===== config.mk =====
export PLATFORM = sky130hd
export DESIGN_NAME = grid_scaler
export DESIGN_NICKNAME = d
export VERILOG_FILES = /design/src/rtl/scaler_pkg.sv /design/src/rtl/scale_axis.sv /design/src/rtl/grid_scaler.sv
export SDC_FILE = /design/constraint.sdc
export NUM_CORES = 1
export LEC_CHECK = 0
export ABC_AREA = 1
export CAP_MARGIN = 20
export CORE_MARGIN = 2
export CORE_UTILIZATION = 33
export CTS_BUF_LIST = sky130_fd_sc_hd__clkbuf_2 sky130_fd_sc_hd__clkbuf_4 sky130_fd_sc_hd__clkbuf_8
export DETAILED_ROUTE_END_ITERATION = 12
export HOLD_SLACK_MARGIN = 0.1
export PLACE_DENSITY = 0.58
export SETUP_SLACK_MARGIN = 0.15
export SLEW_MARGIN = 20
export SYNTH_ARGS = -nofsm -noshare
export SYNTH_HDL_FRONTEND = slang
export SYNTH_SLANG_ARGS = --single-unit

===== constraint.sdc =====
create_clock -name clock -period 4.6 [get_ports clock]
set_input_delay 0.92 -clock clock [delete_from_list [all_inputs] [get_ports clock]]
set_output_delay 0.92 -clock clock [all_outputs]
set_load 0.02 [all_outputs]

===== src/rtl/scaler_pkg.sv =====
// Shared zoom encoding and default screen/grid/reciprocal constants for the
// pixel-to-grid coordinate scaler.
package scaler_pkg;

  typedef enum logic [1:0] {
    ZOOM_1X = 2'd0,
    ZOOM_2X = 2'd1,
    ZOOM_4X = 2'd2
  } zoom_e;

  localparam int unsigned SCREEN_W = 1024;
  localparam int unsigned SCREEN_H = 768;
  localparam int unsigned GRID_N   = 128;

  localparam int unsigned COL_NUM_DEF   = 1;
  localparam int unsigned COL_SHIFT_DEF = 3;
  localparam int unsigned ROW_NUM_DEF   = 171;
  localparam int unsigned ROW_SHIFT_DEF = 10;

  // The unused request code 3 falls back to the widest zoom.
  function automatic zoom_e zoom_decode(input logic [1:0] req);
    return (req == 2'd3) ? ZOOM_4X : zoom_e'(req);
  endfunction

endpackage


===== src/rtl/scale_axis.sv =====
// One axis of the scaler: offset/window test, reciprocal multiply, shift and
// clamp, as a three-register pipeline.
module scale_axis
  import scaler_pkg::*;
#(
  parameter int unsigned IN_W   = 12,
  parameter int unsigned OUT_W  = 7,
  parameter int unsigned OFFSET = 0,
  parameter int unsigned EXTENT = SCREEN_W,
  parameter int unsigned NUM    = COL_NUM_DEF,
  parameter int unsigned SHIFT  = COL_SHIFT_DEF
) (
  input  logic             clock,
  input  logic             reset,
  input  logic [IN_W-1:0]  pixel,
  input  zoom_e            zoom,
  output logic [OUT_W-1:0] scaled,
  output logic             win
);

  localparam int unsigned PW = IN_W + 12;
  localparam logic [IN_W:0] OFF = (IN_W+1)'(OFFSET);
  localparam logic [IN_W:0] EXT = (IN_W+1)'(EXTENT);

  logic [IN_W:0]   diff;
  logic            win_now;
  logic [IN_W-1:0] d_s1;
  logic            win_s1;
  logic [PW-1:0]   prod_s2;
  logic            win_s2;
  logic [PW-1:0]   quot;

  always_comb begin
    diff    = {1'b0, pixel} - OFF;
    win_now = ({1'b0, pixel} >= OFF) && (diff < EXT);
  end

  // zoom is aligned with prod_s2, so each pixel uses its own shift.
  always_comb quot = prod_s2 >> (SHIFT + int'(zoom));

  always_ff @(posedge clock) begin
    if (reset) begin
      d_s1    <= '0;
      win_s1  <= 1'b0;
      prod_s2 <= '0;
      win_s2  <= 1'b0;
      scaled  <= '0;
      win     <= 1'b0;
    end else begin
      d_s1    <= diff[IN_W-1:0];
      win_s1  <= win_now;
      prod_s2 <= PW'(d_s1) * PW'(NUM);
      win_s2  <= win_s1;
      scaled  <= (|quot[PW-1:OUT_W]) ? '1 : quot[OUT_W-1:0];
      win     <= win_s2;
    end
  end

endmodule


===== src/rtl/grid_scaler.sv =====
// Maps DTG pixel coordinates to world-map grid coordinates with a window flag
// and a frame-synchronous zoom; fixed 3-cycle latency, one pixel per clock.
module grid_scaler
  import scaler_pkg::*;
#(
  parameter int unsigned IN_W       = 12,
  parameter int unsigned OUT_W      = $clog2(GRID_N),
  parameter int unsigned COL_OFFSET = 0,
  parameter int unsigned ROW_OFFSET = 0,
  parameter int unsigned COL_EXTENT = SCREEN_W,
  parameter int unsigned ROW_EXTENT = SCREEN_H,
  parameter int unsigned COL_NUM    = COL_NUM_DEF,
  parameter int unsigned COL_SHIFT  = COL_SHIFT_DEF,
  parameter int unsigned ROW_NUM    = ROW_NUM_DEF,
  parameter int unsigned ROW_SHIFT  = ROW_SHIFT_DEF
) (
  input  logic             clock,
  input  logic             reset,
  input  logic             in_valid,
  input  logic [IN_W-1:0]  pixel_column,
  input  logic [IN_W-1:0]  pixel_row,
  input  logic [1:0]       zoom_req,
  output logic             out_valid,
  output logic [OUT_W-1:0] scaled_column,
  output logic [OUT_W-1:0] scaled_row,
  output logic             in_window,
  output logic [1:0]       zoom_active
);

  logic       frame_start;
  logic [1:0] zoom_pending;
  zoom_e      zoom_active_q;
  zoom_e      zoom_px;
  zoom_e      zoom_s1;
  zoom_e      zoom_s2;
  logic       valid_s1;
  logic       valid_s2;

  logic [OUT_W-1:0] col_q;
  logic [OUT_W-1:0] row_q;
  logic             win_col;
  logic             win_row;

  // The frame-start pixel already takes the newly latched zoom.
  always_comb begin
    frame_start = in_valid && (pixel_column == '0) && (pixel_row == '0);
    zoom_px     = frame_start ? zoom_decode(zoom_pending) : zoom_active_q;
  end

  always_ff @(posedge clock) begin
    if (reset) begin
      zoom_pending  <= '0;
      zoom_active_q <= ZOOM_1X;
      zoom_s1       <= ZOOM_1X;
      zoom_s2       <= ZOOM_1X;
      valid_s1      <= 1'b0;
      valid_s2      <= 1'b0;
      out_valid     <= 1'b0;
    end else begin
      zoom_pending  <= zoom_req;
      zoom_active_q <= zoom_px;
      zoom_s1       <= zoom_px;
      zoom_s2       <= zoom_s1;
      valid_s1      <= in_valid;
      valid_s2      <= valid_s1;
      out_valid     <= valid_s2;
    end
  end

  scale_axis #(
    .IN_W  (IN_W),
    .OUT_W (OUT_W),
    .OFFSET(COL_OFFSET),
    .EXTENT(COL_EXTENT),
    .NUM   (COL_NUM),
    .SHIFT (COL_SHIFT)
  ) u_col (
    .clock (clock),
    .reset (reset),
    .pixel (pixel_column),
    .zoom  (zoom_s2),
    .scaled(col_q),
    .win   (win_col)
  );

  scale_axis #(
    .IN_W  (IN_W),
    .OUT_W (OUT_W),
    .OFFSET(ROW_OFFSET),
    .EXTENT(ROW_EXTENT),
    .NUM   (ROW_NUM),
    .SHIFT (ROW_SHIFT)
  ) u_row (
    .clock (clock),
    .reset (reset),
    .pixel (pixel_row),
    .zoom  (zoom_s2),
    .scaled(row_q),
    .win   (win_row)
  );

  always_comb begin
    in_window     = win_col && win_row;
    scaled_column = in_window ? col_q : '0;
    scaled_row    = in_window ? row_q : '0;
    zoom_active   = zoom_active_q;
  end

endmodule

After elaboration in Yosys (flattened, before gate mapping) --
Cells that the tools add are included.
Word-level totals: logic and storage cells 40, output and inout port bits 18, flip-flop bits (word level) 101, input port bits 29
Operators by class: $lt $le $gt $ge 2, multiply operators 1, reduce and logical (&&, ||, !) cells 7, shifts and indexed selects 2, mux-type cells 5, add/sub/neg operators 2, eq/ne operators 1
Operator list (count):
- $shr A24 B32 Y24 | 2
- $reduce_or A17 Y1 | 2
- $mux W7 | 4
- $logic_not A12 Y1 | 2
- $mul A12 B8 Y20 const B | 1
- $lt A12 B10 Y1 const B | 1
- $lt A12 B11 Y1 const B | 1
- $add A4 B2 Y5 const A | 1
- $add A2 B2 Y3 const A | 1
- $logic_and A1 B1 Y1 | 3
- $eq A2 B2 Y1 const B | 1
- $mux W2 | 1

Logic depth before layout (Yosys ltp) --
depth in word-level cells 4, mapped depth 17, mapped depth without buffers 17

Modules after synthesis --
From an unflattened synthesis, not the netlist that was laid out.
Second synthesis, totals: cells, all modules 613, area total of the unflattened synthesis 4606.9 um2
By module, submodules not included:
- scale_axis (u_row) | area each 3066.7 um2, times used 1, cells each 390, sequential area each 640.6 um2
- scale_axis (u_col) | area each 1024.7 um2, times used 1, cells each 133, sequential area each 560.5 um2
- grid_scaler | area each 515.5 um2, times used 1, cells each 90, sequential area each 180.2 um2

Worst setup path after synthesis --
OpenSTA, ideal clock, no wires.
path type flip-flop to flip-flop, start point register u_row.d_s1[7], end point register u_row.prod_s2[17], clock period less this slack 3.403 ns, library setup time 0.115 ns, arrival time 3.288 ns, path slack 1.197 ns, buffers on the path 0, data required time 4.485 ns, cell stages (with the launch flop) 14, path through dfxtp_1 -> ha_1 -> fa_1 -> fa_1 -> inv_1 -> fa_1 -> inv_1 -> ha_1 -> a21oi_1 -> o21ai_0 -> a21boi_0 -> nand3_1 -> nand2_1 -> nor2_1
Between the ends: word-level cells in the longest chain between the ends 1
RTL lines:
- from (decl) | line scale_axis.sv:27 | logic [IN_W-1:0] d_s1;
- from (signal assigned) | line scale_axis.sv:50 | d_s1 <= diff[IN_W-1:0];
- $mul A12 B8 Y20 | line scale_axis.sv:52 | prod_s2 <= PW'(d_s1) * PW'(NUM);
- to (signal assigned) | line scale_axis.sv:52
- to (decl) | line scale_axis.sv:29 | logic [PW-1:0] prod_s2;
No other way between the ends. A chain may end at the register's enable or synchronous reset.

Worst setup path in the final report --
start point register u_row.d_s1[5], end point register u_row.prod_s2[17]
Same word-level chain as after synthesis.

==> impl_results.md <==
- Die ar.: 0.0142 sq mm
- Site Rows: 42
- Layout area overhead: 19.6%
- Core ar.: 0.0131 sq mm
- Residual DRC: 0
- Post-synthesis sequential area ratio: 0.315
- WP data required: 4.82 ns
- Syn Inst Count: 577
- Clock Pin Slew Worst Setup and Hold Paths: 0.07 ns
- CTS Sinks: 69
- Final WS setup: 0.922 ns
- Combinational power share: 0.301
- Setup Viol. Count Final: 0
- Share of layout cells above drive strength 1: 0.0351
- Period utilization: 0.800
- Die Ht: 119 microns
- Slew Limit Headroom: 0.474
- First-pass GRT wire length: 15100 microns
- CTS tree: yes
- Max-cap violation count: 0
- PostCTS Resize Cnt: 0
- Mapped Nets: 684
- P_int: 1.22 mW
- Post-CTS Setup Repair Bufs: 0
- DR vias: 3492
- Total chip power: 1.78 mW
- Top cell type's share of synthesized area: 0.315
- CTS root buffer: clkbuf_8
- Slew Viols, Final: 0
- NetSw: 0.568 mW
- # hold bufs at CTS: 0
- Final worst clock skew: 0.00627 ns
- Ys async rst share: 0
- Post-Syn Area: 0.00438 sq mm
- Synth area leader: dfxtp_1
- Status: finished, final reports clean
- Nets@finish: 729
- Die X: 119 microns
- Drt wl/cell: 10.5 microns
- Final Hold Viols: 0
- Final GP Congestion: 0.858
- RSZ-0062 raised after global routing: false
- Initial DRC Count: 107
- Clk network pwr share: 0.313
- Ys Warns: 0
- Pin count of the biggest net entering global routing: 47
- H-tree lvl count: 3
- Remaining Overflow, GRT: 0
- Pleak: 2.64 nW
- Pre-CTS setup slack: 0.943 ns
- Syn avg cell area: 7.59 sq um
- Switch share: 0.318
- Worst min path class: register to register
- Worst skew pair latency: 0.33 ns
- CP arrival: 3.90 ns
- Drt via density: 4.35
- Number of global-route vias before repair: 3435
- WS Path Type: register to register
- Worst VDD drop: 0.000134 V
- Dominant cells by area after synthesis: dfxtp_1, ha_1, inv_1, fa_1, nor2_1
- TritonRoute pass-1 iters: 5
- Routed Antenna Nets: 0
- Sum of negative setup slack: 0 ns
- Synth Register Bits: 69
- Total GRT Usage: 0.128
- Achievable frequency: 272 MHz
- I/O pins: 47
- Main synth FF type: dfxtp_1
- WHS: 0.405 ns
- Final min period: 3.68 ns
- Initial antenna violation count: 0
- Setup crit end kind: register
- TritonCTS buffer count: 9
- Post-synth cell types: 33
- Clk buf depth: 2
- Slew @ Worst Pin: 0.787 ns
- Routed wire length: 8410 microns
- Post-DP HPWL: 6880 microns
- P per Cell Area: 341 mW/mm^2
- Startpoint types: register
- Ant diodes: 0
- Reg power frac: 0.386
- Initial core utilization: 0.335
- Critical path peak fanout: 6
- Number of enable flip-flop cells after synthesis: 0
- Port Buffers: 46
kinds of logic (layout without fill, tap and decap cells):
group | Yosys count | count (layout) | share of synthesized area
compound gates | 71 | 71 | 0.0914
fa+ha+maj | 78 | 78 | 0.260
mux | 4 | 4 | 0.00914
xor+xnor | 2 | 2 | 0.00400
simple gates | 207 | 207 | 0.191
flops | 69 | 69 | 0.315
buf+inv | 146 | 195 | 0.128
power by group through the flow:
stage	sequential, mW	combinational, mW	clock, mW
6_report	0.688	0.538	0.559
3_3_place_gp	0.701	0.530	0
5_1_grt	0.695	0.638	0.603
4_1_cts	0.690	0.541	0.586
3_5_place_dp	0.704	0.534	0
2_1_floorplan	0.691	0.413	0
layout by cell type, fill, tap and decap left out, types with 2 or more instances in the layout:
| cell type | count |
|---|---|
| nor3_1 | 6 |
| nand3_1 | 16 |
| clkbuf_8 | 12 |
| a21oi_1 | 33 |
| nand2_1 | 82 |
| bufinv_16 | 2 |
| a21o_1 | 3 |
| clkdlybuf4s50_1 | 46 |
| o21ai_1 | 9 |
| dfxtp_1 | 69 |
| mux2i_1 | 4 |
| nor2_1 | 93 |
| xor2_1 | 2 |
| nand3b_1 | 2 |
| fa_1 | 22 |
| o31ai_1 | 4 |
| inv_1 | 132 |
| o21a_1 | 2 |
| a31oi_1 | 6 |
| o21ai_0 | 9 |
| o21ai_2 | 2 |
| nand4_1 | 3 |
| ha_1 | 56 |
layer usage:
| layer | routed length [microns] | up-vias | global-route usage |
|---|---|---|---|
| met3 | 310 | 8 | 0.0307 |
| met5 | 0 | - | 0 |
| met4 | 108 | 0 | 0.0394 |
| met1 | 4020 | 1563 | 0.163 |
| met2 | 3980 | 67 | 0.213 |
| li1 | - | 1854 | - |
layout make-up:
| cell class | instances | area (sq um) |
|---|---|---|
| Multi-Input combinational cell | 362 | 2440 |
| Sequential cell | 69 | 1380 |
| Inverter | 133 | 499 |
| Clock buffer | 12 | 165 |
| Fill cell | 1325 | 7850 |
| Tap cell | 176 | 220 |
| Clock inverter | 3 | 67.6 |
| Timing Repair Buffer | 47 | 468 |
registers in the layout (all words and copies together), names as in the netlist:
name,cells
valid_s2,1
u_row.prod_s2,10
u_row.win,1
u_col.d_s1,9
valid_s1,1
zoom_s1,2
u_col.win,1
u_col.prod_s2,9
zoom_s2,2
u_col.win_s2,1
u_row.win_s2,1
u_row.scaled,7
u_col.scaled,7
zoom_pending,2
out_valid,1
u_row.win_s1,1
u_col.win_s1,1
u_row.d_s1,12
Yosys cell counts (all sizes together) (2+ instances only):
master and number:
ha 56, inv 133, buf 10, mux2i 4, o21a 2, xor2 2, nor2 94, nand2 83
dfxtp 69, fa 22, nand4 3, nor4 2, a21oi 33, nand3 16, a31oi 6, nor3 6
o31ai 4, nand3b 2, o21ai 20, a21o 3, clkbuf 3
metrics by stage:
| stage | cell area (sq um) | instances | util |
|---|---|---|---|
| 6_report | 5240 | 802 | 0.400 |
| 5_1_grt | 5240 | 802 | 0.400 |
| 4_1_cts | 5240 | 802 | 0.400 |
| 3_5_place_dp | 5010 | 787 | 0.383 |
| 3_3_place_gp | 5010 | 787 | 0.383 |
| 2_1_floorplan | 4380 | 577 | - |
final timing paths:
path | start | end | slack (ns) | cells after the start
setup reg to reg | u_row.d_s1[5] | u_row.prod_s2[17] | 0.92 | 13
setup / recovery | u_row.d_s1[5] | u_row.prod_s2[17] | 0.92 | 13
hold reg to reg | u_row.win_s1 | u_row.win_s2 | 0.41 | 2
hold / removal | u_row.win_s1 | u_row.win_s2 | 0.41 | 2
worst max-delay path: stages, from the launching register on:
cell and delay (ns):
dfxtp_1 0.45, ha_1 0.30, fa_1 0.49, fa_1 0.52
inv_1 0.06, fa_1 0.52, inv_1 0.04, ha_1 0.35
a21oi_1 0.21, o21ai_0 0.15, a21boi_0 0.27, nand3_1 0.11
nand2_1 0.06, nor2_1 0.05
Note: power is estimated with default switching activity, not from simulation.
